### config.mk
export PLATFORM = sky130hd
export DESIGN_NAME = lsu_mem_ctrl
export DESIGN_NICKNAME = d
export VERILOG_FILES = /design/src/rtl/lsu_mem_ctrl.sv
export SDC_FILE = /design/constraint.sdc
export NUM_CORES = 1
export LEC_CHECK = 0
export CORE_MARGIN = 2
export CORE_UTILIZATION = 40
export CTS_CLUSTER_DIAMETER = 30
export DETAILED_ROUTE_END_ITERATION = 8
export GPL_ROUTABILITY_DRIVEN = 0
export PLACE_DENSITY = 0.88
export REMOVE_ABC_BUFFERS = 1
export SLEW_MARGIN = 30
export SYNTH_ARGS = -nofsm -noshare
export SYNTH_HDL_FRONTEND = slang
export SYNTH_SLANG_ARGS = --single-unit
export TNS_END_PERCENT = 10
### constraint.sdc
create_clock -name clk -period 2 [get_ports clk]
set_input_delay 0.2 -clock clk [delete_from_list [all_inputs] [get_ports clk]]
set_output_delay 0.2 -clock clk [all_outputs]
set_load 0.1 [all_outputs]
### src/rtl/lsu_mem_ctrl.sv
// Memory-stage load/store controller: turns one EX/MEM load or store into a
// valid/ready data-memory transaction, stalling the pipeline until it retires.
module lsu_mem_ctrl #(
    parameter int TIMEOUT_CYCLES = 16,
    parameter int CNT_W          = 5
) (
    input  logic        clk,
    input  logic        rst,
    input  logic        mem_rd,
    input  logic        mem_wr,
    input  logic [2:0]  func3,
    input  logic [31:0] addr,
    input  logic [31:0] wdata,
    output logic        bus_valid,
    input  logic        bus_ready,
    output logic        bus_we,
    output logic [31:0] bus_addr,
    output logic [31:0] bus_wdata,
    output logic [3:0]  bus_be,
    input  logic        bus_rvalid,
    input  logic [31:0] bus_rdata,
    output logic        stall,
    output logic        load_valid,
    output logic [31:0] load_data,
    output logic [2:0]  func3_out,
    output logic        misalign,
    output logic        bus_err
);

    typedef enum logic [1:0] {IDLE, REQ, WAIT, DONE} state_t;

    state_t             state_q, state_d;
    logic [CNT_W-1:0]   cnt_q, cnt_d;
    logic [31:0]        addr_q;
    logic               we_q;
    logic [3:0]         be_q;
    logic [31:0]        wdata_q;
    logic [2:0]         func3_q;
    logic [31:0]        load_data_q;
    logic               load_valid_q;
    logic               bus_err_q;
    logic               misalign_q;

    logic               access;
    logic               misal;
    logic               accept;
    logic               timeout_hit;
    logic               capture;
    logic               abort;
    logic [3:0]         be_new;
    logic [31:0]        lanes_new;

    assign access      = mem_rd | mem_wr;
    assign accept      = (state_q == IDLE) & access & ~misal;
    assign timeout_hit = (cnt_q == CNT_W'(TIMEOUT_CYCLES - 1));

    always_comb begin
        misal = 1'b0;
        case (func3)
            3'b001, 3'b101: misal = addr[0];
            3'b010:         misal = |addr[1:0];
            default:        misal = 1'b0;
        endcase
    end

    // Byte enables and replicated lanes are resolved at acceptance so REQ only replays registers.
    always_comb begin
        be_new    = 4'b1111;
        lanes_new = wdata;
        case (func3)
            3'b000: begin
                be_new    = 4'b0001 << addr[1:0];
                lanes_new = {4{wdata[7:0]}};
            end
            3'b001: begin
                be_new    = 4'b0011 << {addr[1], 1'b0};
                lanes_new = {2{wdata[15:0]}};
            end
            default: ;
        endcase
        if (mem_rd)
            be_new = 4'b1111;
    end

    always_ff @(posedge clk) begin
        if (rst)
            state_q <= IDLE;
        else
            state_q <= state_d;
    end

    // Completion always wins over a timeout landing in the same cycle.
    always_comb begin
        state_d = state_q;
        case (state_q)
            IDLE: if (accept) state_d = REQ;
            REQ: begin
                if (bus_ready) begin
                    if (we_q || bus_rvalid) state_d = DONE;
                    else                    state_d = WAIT;
                end else if (timeout_hit) begin
                    state_d = DONE;
                end
            end
            WAIT: if (bus_rvalid || timeout_hit) state_d = DONE;
            DONE: state_d = IDLE;
            default: state_d = IDLE;
        endcase
    end

    always_comb begin
        bus_valid = (state_q == REQ);
        stall     = accept | (state_q == REQ) | (state_q == WAIT);
        bus_we    = bus_valid & we_q;
        bus_addr  = bus_valid ? {addr_q[31:2], 2'b00} : 32'd0;
        bus_be    = bus_valid ? be_q : 4'd0;
        bus_wdata = bus_valid ? wdata_q : 32'd0;
        capture   = bus_rvalid & ((state_q == WAIT) | ((state_q == REQ) & bus_ready & ~we_q));
        abort     = timeout_hit & (((state_q == REQ) & ~bus_ready) |
                                   ((state_q == WAIT) & ~bus_rvalid));
    end

    always_comb begin
        cnt_d = cnt_q;
        if (accept)
            cnt_d = '0;
        else if (state_q == REQ || state_q == WAIT)
            cnt_d = cnt_q + 1'b1;
    end

    always_ff @(posedge clk) begin
        if (rst) begin
            cnt_q        <= '0;
            addr_q       <= '0;
            we_q         <= 1'b0;
            be_q         <= '0;
            wdata_q      <= '0;
            func3_q      <= '0;
            load_data_q  <= '0;
            load_valid_q <= 1'b0;
            bus_err_q    <= 1'b0;
            misalign_q   <= 1'b0;
        end else begin
            cnt_q <= cnt_d;
            if (accept) begin
                addr_q  <= addr;
                we_q    <= mem_wr;
                be_q    <= be_new;
                wdata_q <= lanes_new;
                func3_q <= func3;
            end
            if (capture)
                load_data_q <= bus_rdata >> {addr_q[1:0], 3'b000};
            else if (abort)
                load_data_q <= '0;
            load_valid_q <= capture;
            bus_err_q    <= abort;
            misalign_q   <= (state_q == IDLE) & access & misal;
        end
    end

    assign load_valid = load_valid_q;
    assign load_data  = load_data_q;
    assign func3_out  = func3_q;
    assign misalign   = misalign_q;
    assign bus_err    = bus_err_q;

endmodule

==> summary.md, run 1 <==
| Metric | Value |
|---|---|
| Run status | `complete, no violations` |
| Grt met1 use | `29.51%` |
| Antenna Cells | `0` |
| Tightest slew margin relative to the limit | `57.41%` |
| Maximum number of pins on one net before global-route repair | `82` |
| VDD IR max | `0.0006634 V` |
| Busiest grt layer | `met2` |
| NumNets Final | `947` |
| TritonCTS Sinks | `114` |
| Synthesized netlist cell count | `640` |
| Router iterations before antenna repair | `5` |
| Post-DP HPWL | `12.58 mm` |
| Cell area after synthesis | `5504 um2` |
| Number of buffers inserted by port buffering | `211` |
| Num CTS Buffers | `17` |
| Syn. warnings | `0` |
| Wire length after detailed routing | `19.17 mm` |
| Data required time of the worst path | `1800 ps` |
| Number of top-level pins | `214` |
| GR Overflow Total | `0` |
| Endpoint kind of the worst setup timing path | `output port` |
| Post-synthesis register bit count | `114` |
| Number of placed instances, taps included | `988` |
| Share of cells above drive strength 1 | `23.29%` |
| Via count of the first global-routing pass | `5,611` |
| Remaining antenna violation count | `0` |
| Maximum achievable frequency | `511.7 MHz` |
| Clock root buffer | `clkbuf_16` |
| Final cell count without fillers | `1,026` |
| Power density cells | `1282 nW/um2` |
| H-tree levels | `4` |
| Count of buffering cells on the critical path with inverters included | `3` |
| Worst-Skew Late Latency | `400 ps` |
| Most used flip-flop cell after synthesis | `dfxtp_1` |
| Slowest cell on crit path | `or3_4` |
| Area added between synthesis and finish | `68.38%` |
| Arrival time worst endpoint | `1750 ps` |
| Wire length of the first global-routing pass | `29.14 mm` |
| Total Negative Setup Slacks | `0 ps` |
| Remaining design rule violation count | `0` |
| Portion of the post-synthesis area used by sequential elements | `41.46%` |
| Clock transition time at the flip-flop clock pins of the worst setup and hold paths | `50 ps` |
| GRT Util Overall | `25.26%` |
| Count of distinct cell types in the synthesized netlist | `48` |
| Horiz. Die Dim | `121.3 um` |
| Tcrit/Tclk final | `97.70%` |
| Quantity of hold-fixing buffers added after cts | `0` |
| Clock tree from TritonCTS | `built` |
| Critical-path maximum fanout | `13` |
| Average wire length per cell after detail routing | `18.68 um` |
| Kind of start point of the critical path | `flop` |
| Die Y | `121.3 um` |
| Number of antenna violations at the first check in global routing | `0` |
| Slew @ Worst Pin | `637.5 ps` |
| Slew Viols, Final | `0` |
| Routed vias/inst | `5.588` |
| DR vias | `5,733` |
| Initial cell density of the core | `41.24%` |
| CTS max path bufs | `2` |
| Post-layout minimum cycle time | `1954 ps` |
| Critical path type | `reg2out` |
| Setup repair after global routing missed its margin | `yes` |
| Violation count after the first detailed-routing iteration | `351` |
| Number of flops mapped to enable cells by yosys | `0` |
| Dominant delay contributor by cell family on the critical path | `buffers and inverters` |
| Std-Cell Rows | `42` |
| Core area | `13,350 um2` |
| Cells along the critical path | `inv_2 > ha_4 > clkbuf_16 > or3_4 > buf_12` |
| Final clock skew | `5.004 ps` |
| Max-cap violations | `0` |
| Hold Path Class | `in2reg` |
| Lkg Pwr | `3.610 nW` |
| GR met2 Demand/Resource | `43.36%` |
| Die Area | `14,710 um2` |
| Global routing usage on met3 | `8.224%` |
| Mean area per synthesized cell | `8.600 um2` |
| Final setup violation count | `0` |
| Largest stage delay on the critical path | `380 ps` |
| Asr flop ratio synth | `0%` |
| Count of final hold-check violations | `0` |
[state kept, by name (all words and copies together), names as in the netlist]
| register | flops |
|---|---|
| misalign | 1 |
| func3_out | 3 |
| we_q | 1 |
| load_valid | 1 |
| cnt_q | 5 |
| be_q | 4 |
| state_q | 2 |
| bus_err | 1 |
| addr_q | 32 |
| load_data | 32 |
| wdata_q | 32 |
[worst register-to-register path: cells and delay by family, from the launching register on]
family	cells	cell delay, ps
DFF	1	330
and+or+nand+nor	1	190
adders and majority gates	2	430
AOI/OAI and AO/OA	3	630
buffers and inverters	2	300
[layout make-up]
cell class / count / area, um2
Sequential cell: 114 / 2285
Fill cell: 1001 / 4080
Clock inverter: 10 / 180.2
Multi-Input combinational cell: 453 / 2980
Tap cell: 176 / 220.2
Inverter: 6 / 22.52
Timing Repair Buffer: 245 / 3115
Clock buffer: 22 / 464.2
[path summary, 6_finish.rpt]
| kind | slack, ps | cells past startpoint | from | to |
|---|---|---|---|---|
| setup / recovery | 50 | 5 | state_q[1] | stall |
| setup reg to reg | 60 | 8 | cnt_q[0] | load_data[10] |
| hold reg to reg | 470 | 1 | load_data[19] | load_data[19] |
| hold / removal | 280 | 3 | rst | be_q[0] |
[stage by stage]
step           util (%)  setup WS, ps  hold WS (ps)  instance area [um2]  power, mW
2_1_floorplan         -         -1320         269.1                 5206      6.345
3_3_place_gp      63.33         95.10         445.6                 8453      8.229
3_5_place_dp      63.33        -3.531         450.1                 8453      8.328
4_1_cts           68.62        -42.20         274.8                 9159      11.79
5_1_grt           69.43        -15.70         294.8                 9268      12.34
6_report          69.43         45.90         278.7                 9268      11.88
[where the power goes]
group | internal [mW] | total, mW | switching (mW)
clock network | 2.27 | 3.31 | 1.04
registers | 2.75 | 2.99 | 0.244
logic | 1.93 | 5.58 | 3.65
[what timing repair did]
item,CTS,global route
endpoints found under the hold margin,0,0
gates resized for setup,8,13
buffers inserted,1,1
pin swaps,0,2
endpoints found under the setup margin,48,61
gates cloned,1,3
[synth_stat cells (all sizes together), types with 2 or more instances]
cell type,number,area [um2]
dfxtp,114,2282
a21oi,73,365.4
o21ai,70,350.3
and2,67,419.2
nand3,45,230.2
clkbuf,38,143.9
nand2,36,135.1
mux2i,34,340.3
buf,30,157.7
a22o,17,148.9
a311oi,12,105.1
nor2b,11,68.82
o2111ai,11,102.6
a211oi,9,72.57
a211o,8,70.07
a32o,8,80.08
o2bb2ai,8,70.07
nor3,7,46.30
inv,6,22.52
ha,5,62.56
nor2,5,23.77
nand2b,3,18.77
a2111oi,2,17.52
and3,2,12.51
nand4bb,2,22.52
o211a,2,20.02
o21a,2,15.01
xor2,2,17.52
[routing by layer]
| metal | routed length, um | vias to the layer above | part of all wire, % |
|---|---|---|---|
| met5 | 0 | - | 0 |
| met4 | 465 | 0 | 2.4 |
| met3 | 1817 | 37 | 9.5 |
| met2 | 9408 | 292 | 49 |
| met1 | 7477 | 2681 | 39 |
| li1 | - | 2723 | - |
[cells by family (layout without fill, tap and decap cells)]
| family | after synthesis | after routing | share of synthesized area (%) |
|---|---|---|---|
| flip-flops | 114 | 114 | 41.46 |
| other | 1 | 2 | 0.06813 |
| AO/OA/AOI/OAI | 226 | 226 | 26.37 |
| XOR/XNOR | 3 | 3 | 0.4775 |
| multiplexers | 34 | 34 | 6.183 |
| buffers and inverters | 74 | 283 | 5.888 |
| adder cells (fa/ha/maj) | 5 | 5 | 1.137 |
| AND/OR/NAND/NOR | 183 | 183 | 18.41 |
[cells in the final DEF, fill, tap and decap left out, types with 11 or more instances in the layout]
| cell | n |
|---|---|
| a21oi_1 | 73 |
| a22o_1 | 17 |
| a311oi_1 | 12 |
| and2_1 | 58 |
| buf_12 | 75 |
| buf_4 | 60 |
| clkbuf_16 | 19 |
| clkdlybuf4s50_1 | 103 |
| dfxtp_1 | 112 |
| mux2i_1 | 34 |
| nand2_1 | 36 |
| nand3_1 | 44 |
| nor2b_1 | 11 |
| o21ai_0 | 52 |
| o21ai_1 | 17 |
Power figures use the tool's default switching activity.
==> run 2: changes to the inputs <==
--- a/config.mk
+++ b/config.mk
@@ -6,11 +6,11 @@
 export NUM_CORES = 1
 export LEC_CHECK = 0
 export CORE_MARGIN = 2
-export CORE_UTILIZATION = 40
+export CORE_UTILIZATION = 35
 export CTS_CLUSTER_DIAMETER = 30
 export DETAILED_ROUTE_END_ITERATION = 8
 export GPL_ROUTABILITY_DRIVEN = 0
-export PLACE_DENSITY = 0.88
+export PLACE_DENSITY = 0.8
 export REMOVE_ABC_BUFFERS = 1
 export SLEW_MARGIN = 30
 export SYNTH_ARGS = -nofsm -noshare
==> summary.md, run 2 (synthesis gave the netlist of run 1 again) <==
| Metric | Value |
|---|---|
| Slew @ Worst Pin | `706.0 ps (+68.57 ps)` |
| Std-Cell Rows | `45 (+7.1%)` |
| Worst-Skew Late Latency | `420 ps (+20 ps)` |
| Clock tree from TritonCTS | `built` |
| Maximum achievable frequency | `513.2 MHz (+0.28%)` |
| DR vias | `5,710 (-0.40%)` |
| CTS max path bufs | `2 (unchanged)` |
| Remaining antenna violation count | `0 (unchanged)` |
| TritonCTS Sinks | `114 (unchanged)` |
| Share of cells above drive strength 1 | `22.08% (-1.2 points)` |
| Router iterations before antenna repair | `5 (unchanged)` |
| Average wire length per cell after detail routing | `18.05 um (-3.4%)` |
| Wire length after detailed routing | `19.10 mm (-0.38%)` |
| Final clock skew | `8.148 ps (+3.144 ps)` |
| Wire length of the first global-routing pass | `28.75 mm (-1.3%)` |
| Antenna Cells | `0 (unchanged)` |
| Grt met1 use | `25.73% (-3.8 points)` |
| Pre-CTS setup slack | `3.461 ps (+6.993 ps)` |
| Area added between synthesis and finish | `67.33%` |
| Tightest slew margin relative to the limit | `52.83% (-4.6 points)` |
| Most frequent cells in the layout | `dfxtp_1, clkdlybuf4s50_1, buf_12` |
| Busiest grt layer | `met2` |
| Most common cell after layout, fill and taps aside | `dfxtp_1` |
| Max-cap violations | `0 (unchanged)` |
| Remaining design rule violation count | `0 (unchanged)` |
| Endpoint kind of the worst setup timing path | `output port` |
| Clock root buffer | `clkbuf_16` |
| H-tree levels | `4 (unchanged)` |
| Core area | `15,260 um2 (+14%)` |
| Post-DP HPWL | `12.68 mm (+0.82%)` |
| Data required time of the worst path | `1800 ps (about the same)` |
| Instance area after placement | `8484 um2 (+0.37%)` |
| Critical-path maximum fanout | `7 (-6)` |
| Clock transition time at the flip-flop clock pins of the worst setup and hold paths | `50 ps (about the same)` |
| Lkg Pwr | `3.570 nW (-1.1%)` |
| Quantity of hold-fixing buffers added after cts | `0 (unchanged)` |
| Number of antenna violations at the first check in global routing | `0 (unchanged)` |
| Total number of cells along the worst setup path | `6 (+1)` |
| Kind of start point of the critical path | `flop` |
| Number of buffers inserted by port buffering | `211 (unchanged)` |
| Run status | `complete, no violations` |
| Horiz. Die Dim | `129.4 um (+6.7%)` |
| Slowest cell on crit path | `dfxtp_4` |
| Violation count after the first detailed-routing iteration | `264 (-25%)` |
| Die Area | `16,740 um2 (+14%)` |
| Post-layout minimum cycle time | `1949 ps (-5.373 ps)` |
| Cells along the critical path | `inv_2 > ha_4 > o21ai_4 > nor2_2 > or3_1 > buf_12` |
| Fill count | `1,270 (+27%)` |
| Smallest setup slack after layout | `51.27 ps (+5.373 ps)` |
| Dominant delay contributor by cell family on the critical path | `simple AND/OR/NAND/NOR gates` |
| GR met2 Demand/Resource | `37.06% (-6.3 points)` |
| VDD IR max | `0.0007123 V (+7.4%)` |
| Critical path type | `reg2out` |
| Global routing usage on met3 | `7.721% (-0.50 points)` |
| Power density cells | `1260 nW/um2 (-1.7%)` |
| Count of buffering cells on the critical path with inverters included | `2 (-1)` |
| GRT Util Overall | `21.98% (-3.3 points)` |
| Number of placed instances, taps included | `1,023 (+3.5%)` |
| Hold Path Class | `in2reg` |
| Depth of the worst register-to-register path | `8 (unchanged)` |
| Count of final hold-check violations | `0 (unchanged)` |
| Via count of the first global-routing pass | `5,513 (-1.7%)` |
| Number of instances on the worst hold path | `4 (+1)` |
| Arrival time worst endpoint | `1750 ps (about the same)` |
| Routed vias/inst | `5.397 (-3.4%)` |
| Largest stage delay on the critical path | `370 ps (about the same)` |
| GR Overflow Total | `0 (unchanged)` |
| Num CTS Buffers | `17 (unchanged)` |
| Maximum number of pins on one net before global-route repair | `61 (-26%)` |
| Final setup violation count | `0 (unchanged)` |
| Initial cell density of the core | `36.07% (-5.2 points)` |
| Die Y | `129.4 um (+6.7%)` |
| NumNets Final | `944 (-0.32%)` |
| Final cell count without fillers | `1,058 (+3.1%)` |
| Slew Viols, Final | `0 (unchanged)` |
| Finished Cell Area | `9210 um2 (-0.62%)` |
| Number of top-level pins | `214 (unchanged)` |
| Tcrit/Tclk final | `97.44% (-0.27 points)` |
==> run 2: report_power, final <==
part / internal (mW) / switching, mW / leakage, nW
clock network: 2.14 / 1.06 / 0.304
logic: 1.82 / 3.60 / 2.33
registers: 2.75 / 0.234 / 0.935
==> run 2: area by class of cell <==
type	count	area, um2	area share [%]
Clock buffer	22	464.2	5.040
Clock inverter	10	156.4	1.698
Inverter	6	22.52	0.2445
Multi-Input combinational cell	453	2958	32.12
Sequential cell	114	2287	24.83
Tap cell	211	264.0	2.866
Timing Repair Buffer	242	3058	33.20
==> run 2: final timing paths <==
path	from	endpoint	slack, ps
worst min-delay path	rst	bus_err	260
worst min register to register	load_data[16]	load_data[16]	470
worst max-delay path	state_q[0]	stall	50
worst max register to register	cnt_q[0]	load_data[10]	80
==> run 2: timing repair <==
action | CTS | global route
pin swaps | 0 | 1
buffers inserted | 0 | 1
endpoints found under the setup margin | 68 | 100
gates cloned | 0 | 2
gates resized for setup | 7 | 11
==> run 2: metal layers <==
metal / routed length [um] / share of wire, %
met3: 1797 / 9.4
met4: 498 / 2.6
met1: 7523 / 39
met2: 9278 / 49
met5: 0 / 0
==> run 2: through the flow <==
| step | utilization [%] | TNS, ps | hold slack [ps] | power (mW) |
|---|---|---|---|---|
| global placement | 55.60 | 0 | 447.5 | 8.223 |
| global route | 60.36 | -0.3162 | 294.2 | 12.07 |
| floorplan | - | -148500 | 269.1 | 6.345 |
| CTS | 59.89 | -1327 | 262.6 | 11.57 |
| finish | 60.36 | 0 | 256.3 | 11.60 |
| detailed placement | 55.60 | 0 | 455.8 | 8.292 |
==> run 2: tightest hold or removal path, cell delays in order <==
cell and delay [ps]:
buf_2 150, inv_1 140, nand2_1 100, a21oi_1 30
